File: config.mk
export PLATFORM = sky130hd
export DESIGN_NAME = instruction_decoder_pipe
export DESIGN_NICKNAME = d
export VERILOG_FILES = /design/src/rtl/instruction_decoder_pipe.sv
export SDC_FILE = /design/constraint.sdc
export NUM_CORES = 1
export LEC_CHECK = 0
export ABC_CLOCK_PERIOD_IN_PS = 4150
export CORE_MARGIN = 4
export CORE_UTILIZATION = 50
export CTS_CLUSTER_DIAMETER = 60
export CTS_CLUSTER_SIZE = 40
export DETAILED_ROUTE_END_ITERATION = 7
export PLACE_DENSITY = 0.84
export SLEW_MARGIN = 10
export SYNTH_ARGS = -nofsm -noshare
export SYNTH_HDL_FRONTEND = slang
export SYNTH_SLANG_ARGS = --single-unit
File: constraint.sdc
create_clock -name clock -period 4.15 [get_ports clock]
set_clock_uncertainty 0.05 [all_clocks]
set_input_delay 1.245 -clock clock [delete_from_list [all_inputs] [get_ports clock]]
set_output_delay 1.245 -clock clock [all_outputs]
set_load 0.01 [all_outputs]
File: src/rtl/instruction_decoder_pipe.sv
// -----------------------------------------------------------------------------
// instruction_decoder_pipe
//
// Flow-controlled instruction decoder sitting between fetch and register-file
// read. Each accepted word is split into opcode, rD, flag, rA, rB and an
// immediate (sign- or zero-extended), and tagged illegal from a per-opcode
// mask. A 2-entry skid buffer keeps full throughput while in_ready stays a
// plain flop output. A saturating counter tallies completed output handshakes.
//
// Ports
//   clock        in   1         rising-edge clock
//   reset        in   1         synchronous, active-high
//   in_valid     in   1         instruction present
//   in_ready     out  1         decoder can accept (registered)
//   instruct     in   INSTR_W   instruction word
//   out_valid    out  1         decoded fields valid
//   out_ready    in   1         consumer accepts
//   opcode       out  OPC_W     instr[INSTR_W-1 -: OPC_W]
//   rDadrs       out  RADDR_W   bits below opcode
//   flag         out  1         bit below rD
//   rAadrs       out  RADDR_W   bits below flag
//   rBadrs       out  RADDR_W   bits below rA
//   imm          out  INSTR_W   instr[IMM_W-1:0], extended
//   illegal      out  1         ILLEGAL_MASK[opcode]
//   decode_count out  CNT_W     output handshakes, saturating
// -----------------------------------------------------------------------------
module instruction_decoder_pipe #(
    parameter int                  INSTR_W      = 16,
    parameter int                  OPC_W        = 4,
    parameter int                  RADDR_W      = 3,
    parameter int                  IMM_W        = 8,
    parameter int                  SEXT_IMM     = 1,
    parameter logic [2**OPC_W-1:0] ILLEGAL_MASK = '0,
    parameter int                  CNT_W        = 16
) (
    input  logic               clock,
    input  logic               reset,
    input  logic               in_valid,
    output logic               in_ready,
    input  logic [INSTR_W-1:0] instruct,
    output logic               out_valid,
    input  logic               out_ready,
    output logic [OPC_W-1:0]   opcode,
    output logic [RADDR_W-1:0] rDadrs,
    output logic               flag,
    output logic [RADDR_W-1:0] rAadrs,
    output logic [RADDR_W-1:0] rBadrs,
    output logic [INSTR_W-1:0] imm,
    output logic               illegal,
    output logic [CNT_W-1:0]   decode_count
);

    // Field positions, packed downward from the MSB; the immediate may overlap.
    localparam int RD_HI  = INSTR_W - OPC_W - 1;
    localparam int FL_BIT = RD_HI - RADDR_W;
    localparam int RA_HI  = FL_BIT - 1;
    localparam int RB_HI  = RA_HI - RADDR_W;

    localparam logic [1:0] EMPTY = 2'd0;
    localparam logic [1:0] ONE   = 2'd1;
    localparam logic [1:0] FULL  = 2'd2;

    typedef struct packed {
        logic [OPC_W-1:0]   opcode;
        logic [RADDR_W-1:0] rd;
        logic               flag;
        logic [RADDR_W-1:0] ra;
        logic [RADDR_W-1:0] rb;
        logic [INSTR_W-1:0] imm;
        logic               illegal;
    } dec_t;

    function automatic logic [INSTR_W-1:0] extend_imm(input logic [INSTR_W-1:0] word);
        logic [INSTR_W-1:0] ext;
        ext = (SEXT_IMM != 0 && word[IMM_W-1]) ? '1 : '0;
        ext[IMM_W-1:0] = word[IMM_W-1:0];
        return ext;
    endfunction

    function automatic dec_t decode(input logic [INSTR_W-1:0] word);
        dec_t d;
        d.opcode  = word[INSTR_W-1 -: OPC_W];
        d.rd      = word[RD_HI -: RADDR_W];
        d.flag    = word[FL_BIT];
        d.ra      = word[RA_HI -: RADDR_W];
        d.rb      = word[RB_HI -: RADDR_W];
        d.imm     = extend_imm(word);
        d.illegal = ILLEGAL_MASK[d.opcode];
        return d;
    endfunction

    function automatic logic [CNT_W-1:0] sat_inc(input logic [CNT_W-1:0] cnt);
        return (&cnt) ? cnt : cnt + 1'b1;
    endfunction

    logic [1:0]  state, state_nxt;
    logic        acc, take;
    logic        load_out, load_skid, skid_to_out;
    dec_t        dec_p0;
    dec_t        out_p1, skid_p1;
    logic        vld_p1;
    logic [CNT_W-1:0] cnt_p1;

    // ---- stage 0: combinational decode of the incoming word ----
    assign dec_p0 = decode(instruct);
    assign acc    = in_valid && in_ready;
    assign take   = vld_p1 && out_ready;

    always_comb begin
        state_nxt   = state;
        load_out    = 1'b0;
        load_skid   = 1'b0;
        skid_to_out = 1'b0;
        case (state)
            EMPTY: if (acc) begin
                load_out  = 1'b1;
                state_nxt = ONE;
            end
            ONE: begin
                if (acc && take) begin
                    load_out = 1'b1;
                end else if (acc) begin
                    load_skid = 1'b1;
                    state_nxt = FULL;
                end else if (take) begin
                    state_nxt = EMPTY;
                end
            end
            FULL: if (take) begin
                skid_to_out = 1'b1;
                state_nxt   = ONE;
            end
            default: state_nxt = EMPTY;
        endcase
    end

    // ---- stage 1: output register, skid register, control flops ----
    always_ff @(posedge clock) begin
        if (reset) begin
            state    <= EMPTY;
            vld_p1   <= 1'b0;
            in_ready <= 1'b1;
            out_p1   <= '0;
            skid_p1  <= '0;
            cnt_p1   <= '0;
        end else begin
            state    <= state_nxt;
            vld_p1   <= (state_nxt != EMPTY);
            // Computed from the next state so in_ready never sees out_ready combinationally.
            in_ready <= (state_nxt != FULL);
            if (load_out)         out_p1 <= dec_p0;
            else if (skid_to_out) out_p1 <= skid_p1;
            if (load_skid)        skid_p1 <= dec_p0;
            if (take)             cnt_p1 <= sat_inc(cnt_p1);
        end
    end

    assign out_valid    = vld_p1;
    assign opcode       = out_p1.opcode;
    assign rDadrs       = out_p1.rd;
    assign flag         = out_p1.flag;
    assign rAadrs       = out_p1.ra;
    assign rBadrs       = out_p1.rb;
    assign imm          = out_p1.imm;
    assign illegal      = out_p1.illegal;
    assign decode_count = cnt_p1;

endmodule

### Yosys cells after proc, flatten, opt, wreduce, memory -nomap -nowiden

Memories as Yosys holds them, arrays and structs flattened.
Cells that the tools add are included.

* register bits after elaboration: 82
* bits in read-only memories: 16
* input bits: 20
* word-level logic and storage cells: 50
* memories: 1

* add/sub/neg operators: 1
* order comparisons: 1
* equal/unequal tests: 3
* multiplexer cells: 17
* bitwise logic cells: 1
* reduce and logical (&&, ||, !) cells: 8

Memories
* (name not given): words 16, width 1, rd ports 1, clocked after memory_dff 0, write ports 0, line 88 `d.illegal = ILLEGAL_MASK[d.opcode];`

Operator list (number)
* $mux W31: 2
* $add A16 B1 Y16 const B: 1
* $mux W16: 1
* $reduce_and A16 Y1: 1
* $mux W2: 5
* $mux W1: 7
* $pmux W2 S3: 1
* $lt A4 B5 Y1 const B: 1
* $reduce_bool A2 Y1: 2
* $logic_and A1 B1 Y1: 3
* $eq A2 B1 Y1 const B: 1
* $eq A2 B2 Y1 const B: 1
* $logic_not A2 Y1: 1
* $ne A2 B2 Y1 const B: 1
* $pmux W1 S2: 1
* $reduce_and A2 Y1: 1
* $not A1 Y1: 1

### Longest topological paths before layout

Gate-level depths: netlist of run 1.

* depth after elaboration: 6
* mapped depth: 6
* mapped depth without buffers: 5

### Worst setup path after synthesis of run 1

Ideal clock, no wire load.

* path type: input to register
* from: input out_ready
* to: register cnt_p1[14], in the netlist decode_count[14]
* library setup time: 70 ps
* arrival time: 2267 ps
* path slack: 1763 ps
* stages: 4
* cell sequence: nand3_4 -> or3_4 -> or4_1 -> a21oi_1

* longest elaborated chain between the ends: 2

Ends and longest elaborated chain
* start, declared: line 42 `input logic out_ready,`
* $logic_and A1 B1 Y1: line 107 `assign take = vld_p1 && out_ready;`
* $reduce_and A2 Y1 (no line)
* end signal, assigned: line 154 `if (take) cnt_p1 <= sat_inc(cnt_p1);`
* end, declared: line 102 `logic [CNT_W-1:0] cnt_p1;`

Every way passes these cells.
A chain may end at the register's enable or synchronous reset.

### Worst setup path in the final report of run 1

* from: input out_ready
* to: register out_p1 (netlist bit opcode[1])

* longest elaborated chain between the ends: 5
* elaborated cells between the ends (all ways): 8
* those cells by class: mux: 5; reduce/logical: 3

Ends and longest elaborated chain
* $logic_and A1 B1 Y1 (*): line 107
* $logic_and A1 B1 Y1: line 120 `if (acc && take) begin`
* $mux W1: line 120
* $pmux W1 S2: line 114 `case (state)`
* $mux W31 / $reduce_bool A2 Y1 (equally long branches)
* end signal, assigned: line 151 `if (load_out) out_p1 <= dec_p0;`
* end signal, assigned: line 152 `else if (skid_to_out) out_p1 <= skid_p1;`
* end, declared: line 100 `dec_t out_p1, skid_p1;`

Mark *: on every way between the ends. The rest lies on a longest branch, timed or not.

==> results of run 1 <==
[per-stage QoR]
stage	instance area [um^2]	total power, mW
global route	3000	1.08
floorplan	2340	0.670
detailed placement	2900	0.749
global placement	2900	0.745
CTS	3000	1.04
finish	3000	1.04
[area by class of cell]
type	instances	share of cell area, %
Inverter	4	0.501
Tap cell	52	2.17
Clock buffer	5	2.30
Clock inverter	3	0.877
Timing Repair Buffer	68	22.5
Multi-Input combinational cell	190	36.9
Sequential cell	52	34.8
[kinds of logic after synthesis]
kind of cell / Yosys count / synth area share [%]
AO/OA/AOI/OAI: 81 / 21.2
XOR/XNOR: 1 / 0.374
adder cells (fa/ha/maj): 1 / 0.534
buffers and inverters: 31 / 8.38
flip-flops: 52 / 44.4
multiplexers: 3 / 1.33
other: 1 / 0.160
AND/OR/NAND/NOR: 103 / 23.6
[sequential cells by signal, indices dropped and copies added, names as in the netlist]
name          count
imm               4
in_ready          1
opcode            4
skid_p1          16
rBadrs            2
rAadrs            2
out_valid         1
flag              1
state             2
rDadrs            3
decode_count     16
[worst paths after layout]
kind	to	from	slack [ns]	cells after the start
max	opcode[1]	out_ready	1.08	5
min	imm[1]	imm[1]	0.41	2
max reg2reg	imm[4]	out_valid	2.15	4
min reg2reg	imm[1]	imm[1]	0.41	2
[layer usage]
layer | global-route usage [%] | wire length (um) | vias to the layer above
li1 | - | - | 1062
met3 | 4.96 | 276 | 2
met1 | 21.9 | 2360 | 994
met5 | 0 | 0 | -
met4 | 5.07 | 25 | 0
met2 | 32.7 | 2710 | 56
[cells in the mapped netlist (all sizes together) (4+ instances only)]
cell | number | area [um^2]
clkbuf | 9 | 53.8
nand4 | 5 | 43.8
buf | 18 | 128
or3 | 4 | 30.0
o31ai | 11 | 82.6
a21oi | 47 | 239
dfxtp | 52 | 1040
nand2 | 58 | 218
inv | 4 | 15.0
nand3 | 6 | 42.5
or4 | 9 | 68.8
nor2 | 7 | 26.3
a22oi | 16 | 120
[where the power goes]
group	total (mW)	switching, mW	internal [mW]
Clock	0.300	0.175	0.124
Sequential	0.549	0.0221	0.527
Combinational	0.186	0.0902	0.0962
Total	1.04	0.288	0.748
[tightest hold or removal path, stage by stage (launching register included)]
cell	delay, ns
dfxtp_1	0.32
nand2_1	0.05
a21oi_1	0.05
==> qor.yml, run 1 <==
run_status:
  status: "finished, final reports clean"
worst_setup_path:
  end_kind: "flop"
  critical_path.top_delay_family: "compound AO/OA/AOI/OAI gates"
  critPathKind: "input port to flop"
  crit_arrival_ns: 3.25
  start_kind: "input port"
  cp_max_fo: 18
  cpPeakStageDelay_ns: 0.66
  path_cells: "clkdlybuf4s50_1 > and4b_1 > a21oi_2 > nand2_1 > a21oi_1"
  path_buf_inv: 1
  worst_path_max_delay_cell: "a21oi_2"
  critPathRequiredTime_ns: 4.33
sta:
  fin_setup_tns_ns: 0
  period_share_pct: 73.9
  setup_viol: 0
  rsz0062_at_grt: "false"
  fmax_ghz: 0.326
  worst_pin_slew_ns: 1.01
  hold_viol_final: 0
  finalWorstSetupSlack_ns: 1.08
  relSlewSlack_pct: 32.6
  fin_crit_ns: 3.07
  whs_ns: 0.409
  drv_slew: 0
finish:
  finalNonFillerCells: 374
  final_core_util_pct: 67.4
  nFillCells: 389
  final_common_cell: "clkdlybuf4s50_1"
  antenna_cells: 0
  multiInputGateArea_um2: 1110
  ff_latch_area_um2: 1040
  area.growth.synth_to_final_pct: 27.8
  most-common-layout-cells: "clkdlybuf4s50_1, nand2_1, dfxtp_1, a21oi_1, a22oi_1"
  drive_above_1_share_pct: 6.52
  nets: 342
floorplan:
  core-area_um2: 4440
  chipHeight_um: 76.5
  design.die.area_um2: 5850
  die_width_um: 76.5
  rows: 24
  initial_core_util_pct: 52.7
  io_pins: 69
cts:
  clk_pin_slew_ns: 0.09
  postCtsHoldBufs: 0
  cts_setup_buffers: 0
  cts_tree: "yes"
  cts_sinks: 52
  clk_path_buf_depth: 2
  cts_buffers: 5
  cts_root_buf: "clkbuf_8"
  htreeDepth: 2
  worstSkewPairLatency_ns: 0.31
  cts_resized: 0
drt:
  vias_per_cell: 5.65
  drt_iter0_markers: 154
  drc: 0
  antenna_left: 0
  routed_wl_um: 5370
  wl_per_cell_um: 14.4
  first_pass_iters: 4
  vias: 2114
logic_synthesis:
  syn_inst: 273
  syn_nets: 294
  synth_area_per_cell_um2: 8.58
  syn-cell-area_um2: 2340
  synth_edf_count: 0
  yosysWarnings: 0
  ys_ff_latch: 52
  ys_seq_area_share_pct: 44.4
  synthArstFlopShare_pct: 0
  synth-main-ff-cell: "dfxtp_1"
  synth.distinct_cells: 42
placement:
  hpwl_um: 3790
  port_buffers: 67
  pre_cts_ws_ns: 0.736
  gp_congestion: 0.830
  dp_cells: 366
power:
  worst_ir_drop_vdd_mv: 0.209
  power_density_nw_per_um2: 346
  leakagePower_nw: 0.988
hold_path:
  hp-class: "flop to flop"
grt:
  grt_pass1_wl_um: 8980
  antenna_found_initial: 0
  grt_use_total_pct: 18.5
  overflow: 0
  grt_pass1_vias: 1967
  grt_max_degree: 54
job:
  maxCapViolCount: 0
(Power assumes the default switching activity.)
==> run 2: changes to the inputs <==
--- a/config.mk
+++ b/config.mk
@@ -5,13 +5,13 @@
 export SDC_FILE = /design/constraint.sdc
 export NUM_CORES = 1
 export LEC_CHECK = 0
-export ABC_CLOCK_PERIOD_IN_PS = 4150
+export ABC_CLOCK_PERIOD_IN_PS = 3000
 export CORE_MARGIN = 4
-export CORE_UTILIZATION = 50
+export CORE_UTILIZATION = 47
 export CTS_CLUSTER_DIAMETER = 60
 export CTS_CLUSTER_SIZE = 40
 export DETAILED_ROUTE_END_ITERATION = 7
-export PLACE_DENSITY = 0.84
+export PLACE_DENSITY = 0.8
 export SLEW_MARGIN = 10
 export SYNTH_ARGS = -nofsm -noshare
 export SYNTH_HDL_FRONTEND = slang
==> constraint.sdc (replaced) <==
create_clock -name clock -period 3 [get_ports clock]
set_clock_uncertainty 0.05 [all_clocks]
set_input_delay 0.9 -clock clock [delete_from_list [all_inputs] [get_ports clock]]
set_output_delay 0.9 -clock clock [all_outputs]
set_load 0.01 [all_outputs]
==> qor.yml, run 2 (same netlist as run 1, synthesis figures left out) <==
finish:
  final_common_cell: "clkdlybuf4s50_1"
  most-common-layout-cells: "clkdlybuf4s50_1, nand2_1, dfxtp_1, a21oi_1, a22oi_1"
  drive_above_1_share_pct: 7.67  # +1.1 points
  nFillCells: 425  # +9.3%
  area.growth.synth_to_final_pct: 29.8
  nets: 346  # +1.2%
  finalNonFillerCells: 393  # +5.1%
  antenna_cells: 0  # unchanged
worst_setup_path:
  end_kind: "flop"
  cp_max_fo: 16  # -2
  critPathKind: "input port to flop"
  critPathRequiredTime_ns: 3.19  # -1.14 ns
  start_kind: "input port"
  crit-reg2reg-launch: "out_valid"
  crit_start: "out_ready"
  rr_worst_depth: 4  # unchanged
  crit_arrival_ns: 2.91  # -0.34 ns
sta:
  rsz0062_at_grt: "false"
  fmax_ghz: 0.367
  worst_pin_slew_ns: 1.01  # +0.00421 ns
  setup_viol: 0  # unchanged
  whs_ns: 0.408  # -0.00118 ns
  hold_viol_final: 0  # unchanged
  drv_slew: 0  # unchanged
  period_share_pct: 90.7
  fin_crit_ns: 2.72
  relSlewSlack_pct: 32.3  # -0.28 points
cts:
  cts_setup_buffers: 0  # unchanged
  cts_resized: 0  # unchanged
  cts_root_buf: "clkbuf_8"
  clk_path_buf_depth: 2  # unchanged
  worstSkewPairLatency_ns: 0.30  # about the same
  cts_sinks: 52  # unchanged
  cts_tree: "yes"
  htreeDepth: 2  # unchanged
  clk_pin_slew_ns: 0.09  # about the same
  postCtsHoldBufs: 0  # unchanged
  cts_buffers: 5  # unchanged
drt:
  vias: 2146  # +1.5%
  wl_per_cell_um: 13.6  # -4.9%
  first_pass_iters: 5  # +1
  antenna_left: 0  # unchanged
  drc: 0  # unchanged
  drt_iter0_markers: 190  # +23%
  vias_per_cell: 5.46  # -3.4%
  routed_wl_um: 5360  # -0.11%
floorplan:
  rows: 25  # +4.2%
  io_pins: 69  # unchanged
  initial_core_util_pct: 49.0  # -3.8 points
  chipHeight_um: 78.6  # +2.8%
  core-area_um2: 4790  # +7.7%
  die_width_um: 78.6  # +2.8%
  design.die.area_um2: 6180  # +5.7%
hold_path:
  worstHoldStart: "flag"
  holdPathStages: 2  # unchanged
  hp-class: "flop to flop"
grt:
  grt_use_total_pct: 18.2  # -0.25 points
  grt_pass1_wl_um: 9230  # +2.9%
  grt_max_degree: 32  # -41%
  grt_pass1_vias: 2051  # +4.3%
  overflow: 0  # unchanged
  antenna_found_initial: 0  # unchanged
power:
  leakagePower_nw: 1.01  # +2.2%
  power_frac_comb_pct: 18.6  # +0.6 points
  power_mw: 1.43  # +38%
  p_switching_mw: 0.373  # +30%
  power_density_nw_per_um2: 469  # +36%
  p_seq_share_pct: 53.3  # +0.2 points
  clkPwrFrac_pct: 28.1  # -0.8 points
  switching_share_pct: 26.2  # -1.6 points
  worst_ir_drop_vdd_mv: 0.288  # +37%
  p_int_mw: 1.05  # +41%
run_status:
  status: "finished, final reports clean"
job:
  maxCapViolCount: 0  # unchanged
placement:
  dp_cells: 385  # +5.2%
  hpwl_um: 3810  # +0.67%
  port_buffers: 67  # unchanged
  gp_congestion: 0.770  # -7.3%
[run 2: cell count changes in the layout (fill, tap and decap cells not counted), sizes merged]
cell,change
clkbuf,+1
clkinv,+1
buf,+4
inv,-2
[run 2: layer usage]
metal | wire (um) | global-route usage, %
met1 | 2290 | 22.0
met2 | 2710 | 32.2
met3 | 292 | 3.44
met4 | 75 | 6.29
met5 | 0 | 0
[run 2: path summary, 6_finish.rpt]
path / to / slack (ns)
setup / recovery: rAadrs[1] / 0.28
hold / removal: flag / 0.41
setup reg to reg: rAadrs[1] / 1.00
hold reg to reg: flag / 0.41
[run 2: power by group through the flow]
stage / clock (mW) / combinational [mW] / sequential (mW)
after global routing: 0.444 / 0.290 / 0.769
final: 0.400 / 0.265 / 0.761
after CTS: 0.415 / 0.267 / 0.761
after floorplan: 0 / 0.144 / 0.783
after global placement: 0 / 0.263 / 0.776
after detailed placement: 0 / 0.266 / 0.777
[run 2: area by class of cell]
| type | count | area, um^2 | share of cell area (%) |
|---|---|---|---|
| Tap cell | 67 | 83.8 | 2.76 |
| Clock inverter | 2 | 10.0 | 0.329 |
| Sequential cell | 52 | 1040 | 34.2 |
| Multi-Input combinational cell | 190 | 1110 | 36.4 |
| Clock buffer | 6 | 82.6 | 2.71 |
| Inverter | 4 | 15.0 | 0.494 |
| Timing Repair Buffer | 72 | 703 | 23.1 |
[run 2: critical path, stage by stage]
cell,delay [ns]
clkdlybuf4s50_1,0.65
a21boi_1,0.18
nor3_2,0.83
a22oi_1,0.17
a21oi_1,0.17
[run 2: metrics by stage]
step	setup TNS [ns]	instance area (um^2)	util [%]	setup WS, ns
after global routing	0	3040	63.6	0.0682
final	0	3040	63.6	0.278
after CTS	0	3040	63.6	0.300
after global placement	-0.00384	2950	61.6	-0.00384
after floorplan	0	2340	-	0.958
after detailed placement	0	2950	61.6	0.00118
==> run 3: changes to the inputs <==
--- a/config.mk
+++ b/config.mk
@@ -11,6 +11,7 @@
 export CTS_CLUSTER_DIAMETER = 60
 export CTS_CLUSTER_SIZE = 40
 export DETAILED_ROUTE_END_ITERATION = 7
+export HOLD_SLACK_MARGIN = 0.03
 export PLACE_DENSITY = 0.8
 export SLEW_MARGIN = 10
 export SYNTH_ARGS = -nofsm -noshare
==> results of run 3 <==
The final DEF is identical to that of run 2; final timing and power are the same.
